===== src/rtl/pulse_ext_pkg.sv =====
// rtl/pulse_ext_pkg.sv - shared state encoding and default parameters for the pulse extender
package pulse_ext_pkg;

    typedef enum logic [1:0] {
        IDLE    = 2'd0,
        MEASURE = 2'd1,
        EXTEND  = 2'd2
    } state_t;

    localparam int CNT_W_DEF       = 8;
    localparam int RATIO_W_DEF     = 4;
    localparam int SYNC_STAGES_DEF = 2;

endpackage


===== src/rtl/pulse_sync_edge.sv =====
// rtl/pulse_sync_edge.sv - multi-flop synchroniser with registered rise/fall detection
module pulse_sync_edge #(
    parameter int SYNC_STAGES = 2
) (
    input  logic clk,
    input  logic rst_n,
    input  logic i_async,
    output logic o_level,
    output logic o_rise,
    output logic o_fall
);

    logic [SYNC_STAGES-1:0] r_sync;
    logic [SYNC_STAGES-1:0] r_vld;
    logic                   r_prev;
    logic                   r_armed;
    logic                   r_rise;
    logic                   r_fall;
    logic                   w_sync_out;

    assign w_sync_out = r_sync[SYNC_STAGES-1];

    // Rising edges are only reported once a genuine low has been sampled, so an
    // input that is already high when reset is released is never mistaken for a new pulse.
    always_ff @(posedge clk or negedge rst_n) begin
        if (!rst_n) begin
            r_sync  <= '0;
            r_vld   <= '0;
            r_prev  <= 1'b0;
            r_armed <= 1'b0;
            r_rise  <= 1'b0;
            r_fall  <= 1'b0;
        end else begin
            r_sync <= {r_sync[SYNC_STAGES-2:0], i_async};
            r_vld  <= {r_vld[SYNC_STAGES-2:0], 1'b1};
            r_prev <= w_sync_out;
            r_rise <= w_sync_out & ~r_prev & r_armed;
            r_fall <= ~w_sync_out & r_prev;
            if (r_vld[SYNC_STAGES-1] && !w_sync_out) begin
                r_armed <= 1'b1;
            end
        end
    end

    assign o_level = r_prev;
    assign o_rise  = r_rise;
    assign o_fall  = r_fall;

endmodule


===== src/rtl/pulse_extender_ctrl.sv =====
// rtl/pulse_extender_ctrl.sv - measures an input pulse and emits it stretched by a ratio; PULSE_EXT_RETRIG_EN enables retrigger
module pulse_extender_ctrl
    import pulse_ext_pkg::*;
#(
    parameter int CNT_W       = CNT_W_DEF,
    parameter int RATIO_W     = RATIO_W_DEF,
    parameter int SYNC_STAGES = SYNC_STAGES_DEF
) (
    input  logic               clk,
    input  logic               rst_n,
    input  logic               en,
    input  logic [RATIO_W-1:0] ratio,
    input  logic               pulse_in,
    output logic               pulse_out,
    output logic               busy,
    output logic [CNT_W-1:0]   meas_len,
    output logic               ovf,
    output logic               done
);

`ifdef PULSE_EXT_RETRIG_EN
    localparam bit RETRIG_EN = 1'b1;
`else
    localparam bit RETRIG_EN = 1'b0;
`endif

    localparam logic [CNT_W-1:0]   LEN_MAX = '1;
    localparam logic [CNT_W-1:0]   CNT_ONE = {{(CNT_W-1){1'b0}}, 1'b1};
    localparam logic [RATIO_W-1:0] RAT_ONE = {{(RATIO_W-1){1'b0}}, 1'b1};

    state_t               r_state;
    state_t               w_state_nxt;
    logic [CNT_W-1:0]     r_len,      w_len_nxt;
    logic [CNT_W-1:0]     r_down,     w_down_nxt;
    logic [RATIO_W-1:0]   r_pre,      w_pre_nxt;
    logic [RATIO_W-1:0]   r_rat,      w_rat_nxt;
    logic [CNT_W-1:0]     r_meas_len, w_meas_nxt;
    logic                 r_ovf,      w_ovf_nxt;
    logic                 r_done,     w_done_nxt;
    logic                 r_pulse,    w_pulse_nxt;
    logic                 r_retrig,   w_retrig_nxt;
    logic [RATIO_W-1:0]   w_rat_in;
    logic                 w_level;
    logic                 w_rise;
    logic                 w_fall;

    pulse_sync_edge #(
        .SYNC_STAGES (SYNC_STAGES)
    ) u_sync_edge (
        .clk     (clk),
        .rst_n   (rst_n),
        .i_async (pulse_in),
        .o_level (w_level),
        .o_rise  (w_rise),
        .o_fall  (w_fall)
    );

    assign w_rat_in = (ratio == '0) ? RAT_ONE : ratio;

    always_ff @(posedge clk or negedge rst_n) begin
        if (!rst_n) begin
            r_state    <= IDLE;
            r_len      <= '0;
            r_down     <= '0;
            r_pre      <= '0;
            r_rat      <= '0;
            r_meas_len <= '0;
            r_ovf      <= 1'b0;
            r_done     <= 1'b0;
            r_pulse    <= 1'b0;
            r_retrig   <= 1'b0;
        end else begin
            r_state    <= w_state_nxt;
            r_len      <= w_len_nxt;
            r_down     <= w_down_nxt;
            r_pre      <= w_pre_nxt;
            r_rat      <= w_rat_nxt;
            r_meas_len <= w_meas_nxt;
            r_ovf      <= w_ovf_nxt;
            r_done     <= w_done_nxt;
            r_pulse    <= w_pulse_nxt;
            r_retrig   <= w_retrig_nxt;
        end
    end

    always_comb begin
        w_state_nxt  = r_state;
        w_len_nxt    = r_len;
        w_down_nxt   = r_down;
        w_pre_nxt    = r_pre;
        w_rat_nxt    = r_rat;
        w_meas_nxt   = r_meas_len;
        w_ovf_nxt    = r_ovf;
        w_done_nxt   = 1'b0;
        w_retrig_nxt = r_retrig;

        if (!en) begin
            w_state_nxt  = IDLE;
            w_retrig_nxt = 1'b0;
        end else begin
            case (r_state)
                IDLE: begin
                    if (w_rise) begin
                        w_state_nxt = MEASURE;
                        w_len_nxt   = CNT_ONE;
                    end
                end
                MEASURE: begin
                    if (w_fall) begin
                        w_state_nxt  = EXTEND;
                        w_meas_nxt   = r_len;
                        w_rat_nxt    = w_rat_in;
                        w_down_nxt   = r_len;
                        w_pre_nxt    = w_rat_in - RAT_ONE;
                        w_retrig_nxt = 1'b0;
                    end else if (w_level) begin
                        if (r_len == LEN_MAX) begin
                            w_ovf_nxt = 1'b1;
                        end else begin
                            w_len_nxt = r_len + CNT_ONE;
                        end
                    end
                end
                EXTEND: begin
                    if (RETRIG_EN && w_rise) begin
                        w_state_nxt  = MEASURE;
                        w_len_nxt    = CNT_ONE;
                        w_retrig_nxt = 1'b1;
                    end else if (r_pre != '0) begin
                        w_pre_nxt = r_pre - RAT_ONE;
                    end else begin
                        // Each unit of down lasts rat cycles; the last unit ends the extension.
                        w_pre_nxt = r_rat - RAT_ONE;
                        if (r_down <= CNT_ONE) begin
                            w_down_nxt  = '0;
                            w_state_nxt = IDLE;
                            w_done_nxt  = 1'b1;
                        end else begin
                            w_down_nxt = r_down - CNT_ONE;
                        end
                    end
                end
                default: begin
                    w_state_nxt = IDLE;
                end
            endcase
        end

        // A retriggered measurement keeps the output high after a single-cycle gap.
        w_pulse_nxt = (w_state_nxt == EXTEND) ||
                      ((w_state_nxt == MEASURE) && (r_state == MEASURE) && r_retrig);
    end

    assign pulse_out = r_pulse;
    assign busy      = (r_state != IDLE);
    assign meas_len  = r_meas_len;
    assign ovf       = r_ovf;
    assign done      = r_done;

endmodule

===== config.mk =====
export PLATFORM = sky130hd
export DESIGN_NAME = pulse_extender_ctrl
export DESIGN_NICKNAME = d
export VERILOG_FILES = /design/src/rtl/pulse_ext_pkg.sv /design/src/rtl/pulse_sync_edge.sv /design/src/rtl/pulse_extender_ctrl.sv
export SDC_FILE = /design/constraint.sdc
export NUM_CORES = 1
export LEC_CHECK = 0
export ABC_AREA = 1
export CORE_MARGIN = 1
export CORE_UTILIZATION = 50
export CTS_CLUSTER_DIAMETER = 120
export DETAILED_ROUTE_END_ITERATION = 8
export PLACE_DENSITY = 0.71
export SYNTH_ARGS = -nofsm -noshare
export SYNTH_HDL_FRONTEND = slang
export SYNTH_SLANG_ARGS = --single-unit

===== constraint.sdc =====
create_clock -name clk -period 3.8 [get_ports clk]
set_input_delay 0.76 -clock clk [delete_from_list [all_inputs] [get_ports clk]]
set_output_delay 0.76 -clock clk [all_outputs]
set_load 0.1 [all_outputs]

==> impl_metrics.ini, run 1 <==
[min_path]
hp-start = u_sync_edge.r_sync[0]
hold_class = flip-flop to flip-flop

[cells_and_area]
area_growth_pct = 15.3
nets = 307
antennaDiodeCount = 0
final_util = 0.622
drive_gt1_frac = 0.0709

[run_status]
outcome = finished, final reports clean

[timing]
report.final.slew_viol_count = 0
fin_crit_sh = 0.721
rsz0062_at_grt = false
setup_violations = 0
finClkSkew_ns = 0.00392
tns_ns = 0
worst-slew-pin-transition_ns = 0.979
period_minus_slack_ns = 2.74
hold_viol = 0
slew_headroom = 0.345
clock.fmax_mhz = 365

[job]
drv_cap = 0

[clock_network]
numCtsBuffers = 5
cts_hold_buf = 0
cts_resized = 0
htreeDepth = 2
cts_setup_buffers = 0
cts_tree = done
path_clk_slew_ns = 0.08
root_buffer = clkbuf_8
clkSinkCount = 45
clk_latency_ns = 0.30
cts_buffer_depth = 2

[floorplan]
core_mm2 = 0.00414
rows = 23
die_height_um = 68.9
die_area_mm2 = 0.00475
ioPinCount = 20
initial_core_util = 0.540
die_x_um = 68.9

[synth]
avgSynthCellArea_um2 = 8.19
yosysMostFrequentCell = nand2_1
synth-seq-cells = 45
yosys-top-cells-count = nand2_1, dfrtp_1, inv_1
async_flop_share = 1.00
synthCells = 273
ys.flop_type = dfrtp_1
ys_seq_area_frac = 0.503
synth_edf_count = 0
yosysTopAreaCell = dfrtp_1
syn_nets = 285
synth_area_leaders = dfrtp_1, nand2_1, inv_1, o21ai_0, nor2_1
yosysUniqueCellTypes = 31
yosys.area.top_type_share = 0.503
syn_area_mm2 = 0.00224
yosys_warnings = 0

[worst_setup_path]
cp.arrival_ns = 1.98
required_ns = 3.04
cp_top_family = buffers and inverters
setup.worst_path.start_class = flip-flop
cp_max_fo = 3
critPathBufInv = 2
rr_startpoint = r_len[1]
cp_cell_sequence = inv_1, nand2_1, clkdlybuf4s50_1
crit_type = flip-flop to primary output
critPathSlowestCell = clkdlybuf4s50_1
cpPeakStageDelay_ns = 1.12
cp-end-kind = primary output
setup.worst_path.start = r_state[1]

[route]
routed_wl_mm = 4.18
viasPerCell = 5.10
first_pass_iters = 4
routedWlPerCell_um = 12.1
drc = 0
final_antenna_net_count = 0
drt_iter0_drc = 107
vias = 1766

[global_routing]
grt-ovfl-total = 0
grt_pass1_vias = 1577
grt_antenna_before_repair = 0
grt_pass1_wl_mm = 7.08
grt_max_degree = 46
grt_usage = 0.208

[power]
peakVddDrop_mv = 0.537
p_leak_nw = 1.24
powerDensity_mw_per_mm2 = 661

[placement]
gp_congestion = 0.837
port_buffers = 19
dpl.hpwl_mm = 2.94
## cell families after synthesis
family	after synthesis	share of synthesized area
simple gates	128	0.249
compound gates	47	0.118
flops	45	0.503
fa+ha+maj	4	0.0224
other cells	1	0.00168
mux	1	0.00503
buf+inv	40	0.0727
xor+xnor	7	0.0274
## flip-flops by register name, indices dropped and copies added (netlist names)
name,cells
done,1
meas_len,8
ovf,1
pulse_out,1
r_down,8
r_len,8
r_pre,4
r_rat,4
r_state,2
u_sync_edge.o_fall,1
u_sync_edge.o_level,1
u_sync_edge.o_rise,1
u_sync_edge.r_armed,1
u_sync_edge.r_sync,2
u_sync_edge.r_vld,2
## per-layer routing
layer  GRT usage  wire length [µm]  vias up
li1            -                 -      919
met1       0.280              2130      816
met2       0.317              1840       26
met3      0.0493               137        5
met4      0.0969                80        0
met5           0                 0        -
## worst register-to-register path, delay by kind of cell, from the launching register on
family | cells | cell delay, ns
AND/OR/NAND/NOR | 4 | 0.65
buffers and inverters | 2 | 0.30
AO/OA/AOI/OAI | 1 | 0.05
adder cells (fa/ha/maj) | 1 | 0.22
flip-flops | 1 | 0.46
## report_power, final
| group | internal, mW | switching (mW) | total [mW] |
|---|---|---|---|
| registers | 0.597 | 0.102 | 0.699 |
| clock network | 0.214 | 0.164 | 0.378 |
| logic | 0.188 | 0.441 | 0.629 |
| total | 0.999 | 0.707 | 1.71 |
## final timing paths
kind,depth (start not counted),endpoint,slack [ns]
worst max-delay path,3,busy,1.06
worst min register to register,0,u_sync_edge.r_sync[1],0.36
max in group asynchronous,1,meas_len[6],2.58
worst max register to register,8,r_len[4],2.02
min in group asynchronous,1,r_rat[1],0.61
worst min-delay path,0,u_sync_edge.r_sync[1],0.36
## cell type report
class | count | area (µm²)
Tap cell | 50 | 62.6
Sequential cell | 45 | 1130
Multi-Input combinational cell | 188 | 948
Fill cell | 373 | 1570
Clock inverter | 2 | 37.5
Inverter | 36 | 136
Timing Repair Buffer | 19 | 185
Clock buffer | 6 | 82.6
## placed cells by master (no fill, tap or decap), types with 2 or more instances in the layout
cell type         n
inv_1            34
nand2_1          69
o21ai_2           2
clkdlybuf4s50_1  18
nand4_1           5
nand3_1          19
clkbuf_8          6
o21ai_1           2
nor2_1           26
ha_1              4
a21oi_1          15
o21ai_0          21
xor2_1            7
a31oi_1           4
dfrtp_1          45
nor3_1            2
## through the flow
stage / cell area [µm²] / hold WS [ns] / setup slack (ns) / total power [mW] / instances
6_report: 2580 / 0.356 / 1.06 / 1.71 / 346
5_1_grt: 2580 / 0.363 / 0.970 / 1.82 / 346
4_1_cts: 2580 / 0.361 / 1.04 / 1.72 / 346
3_5_place_dp: 2460 / 0.336 / 1.38 / 1.34 / 338
3_3_place_gp: 2460 / 0.337 / 1.40 / 1.32 / 338
2_1_floorplan: 2240 / 0.331 / 1.93 / 1.19 / 273
Power figures use the tool's default switching activity.
==> run 2: changes to the inputs <==
==> constraint.sdc (replaced) <==
create_clock -name clk -period 2.8 [get_ports clk]
set_input_delay 0.56 -clock clk [delete_from_list [all_inputs] [get_ports clk]]
set_output_delay 0.56 -clock clk [all_outputs]
set_load 0.1 [all_outputs]
==> impl_metrics.ini, run 2 (synthesized netlist as in run 1, its figures left out) <==
[run_status]
outcome = finished, final reports clean

[route]
viasPerCell = 5.14
drc = 0
routed_wl_mm = 4.27
first_pass_iters = 4
vias = 1780
routedWlPerCell_um = 12.3
final_antenna_net_count = 0
drt_iter0_drc = 177

[placement]
place_ws_ns = 0.668
dpl.hpwl_mm = 3.04
port_buffers = 19
gp_congestion = 0.819
dp.cells = 338
place_area_mm2 = 0.00243

[clock_network]
cts_setup_buffers = 0
clk_latency_ns = 0.30
htreeDepth = 2
clkSinkCount = 45
root_buffer = clkbuf_8
cts_buffer_depth = 2
numCtsBuffers = 5
cts_resized = 0
cts_hold_buf = 0
path_clk_slew_ns = 0.08
cts_tree = done

[global_routing]
grt-ovfl-total = 0
grt_usage = 0.221
grt_pass1_vias = 1687
grt_max_degree = 46
grt_antenna_before_repair = 0
grt_pass1_wl_mm = 7.58

[cells_and_area]
final_area_mm2 = 0.00251
final_cells = 346
final_util = 0.607
regArea_mm2 = 0.00113
antennaDiodeCount = 0
area_growth_pct = 12.4
drive_gt1_frac = 0.111
multiInputGateArea_um2 = 948
fill_cells = 393
layout_commonest_cell = nand2_1
layout_common_cells = nand2_1, dfrtp_1, inv_1
nets = 307

[worst_setup_path]
cp_max_fo = 12
required_ns = 3.03
critPathSlowestCell = clkdlybuf4s50_1
cp-end-kind = flip-flop
critPathBufInv = 2
crit_type = input pin to flip-flop
cp_cell_sequence = clkdlybuf4s50_1, nand3_1, a21oi_1, nand2_1, inv_1, nand2_1, o21ai_2
path_common_cell = nand2_1
cpPeakStageDelay_ns = 0.60
cp.arrival_ns = 2.04
setup.worst_path.start_class = input pin
cp_top_family = buffers and inverters

[floorplan]
die_area_mm2 = 0.00475
die_height_um = 68.9
initial_core_util = 0.540
ioPinCount = 20
core_mm2 = 0.00414
die_x_um = 68.9
rows = 23

[timing]
finClkSkew_ns = 0.00533
hold_viol = 0
worst-slew-pin-transition_ns = 0.970
fin_ws_ns = 0.994
setup_violations = 0
tns_ns = 0
slew_headroom = 0.353
fin_crit_sh = 0.645
report.final.slew_viol_count = 0
hold_ws_ns = 0.353
clock.fmax_mhz = 554
period_minus_slack_ns = 1.81
rsz0062_at_grt = false

[power]
peakVddDrop_mv = 0.510
p_leak_nw = 1.25
powerDensity_mw_per_mm2 = 871
total_power_mw = 2.19

[min_path]
hold_class = flip-flop to flip-flop

[job]
drv_cap = 0
[run 2: routing by layer]
metal,wire (µm),vias up,GRT usage
met1,2150,830,0.301
met5,0,-,0
li1,-,921,-
met3,140,6,0.0510
met2,1910,23,0.343
met4,69,0,0.0765
[run 2: report_power, final]
group	total, mW	internal [mW]	switching, mW	leakage, nW
Sequential	0.953	0.810	0.143	0.578
Combinational	0.842	0.243	0.599	0.625
Clock	0.395	0.172	0.223	0.0439
[run 2: final timing paths]
check / endpoint / slack, ns / cells after the start / start
worst min-delay path: u_sync_edge.r_vld[1] / 0.35 / 0 / u_sync_edge.r_vld[0]
worst min register to register: u_sync_edge.r_vld[1] / 0.35 / 0 / u_sync_edge.r_vld[0]
worst max register to register: r_len[4] / 1.02 / 8 / r_len[1]
min in group asynchronous: r_pre[1] / 0.40 / 1 / rst_n
max in group asynchronous: r_len[3] / 1.79 / 1 / rst_n
worst max-delay path: r_len[4] / 0.99 / 7 / en
[run 2: cell type report]
| type | count | share of cell area |
|---|---|---|
| timing repair buffer | 19 | 0.0617 |
| clock inverter | 3 | 0.00697 |
| clock buffer | 5 | 0.0274 |
| tap | 50 | 0.0249 |
| sequential | 45 | 0.448 |
| multi-input combinational | 188 | 0.377 |
| inverter | 36 | 0.0542 |
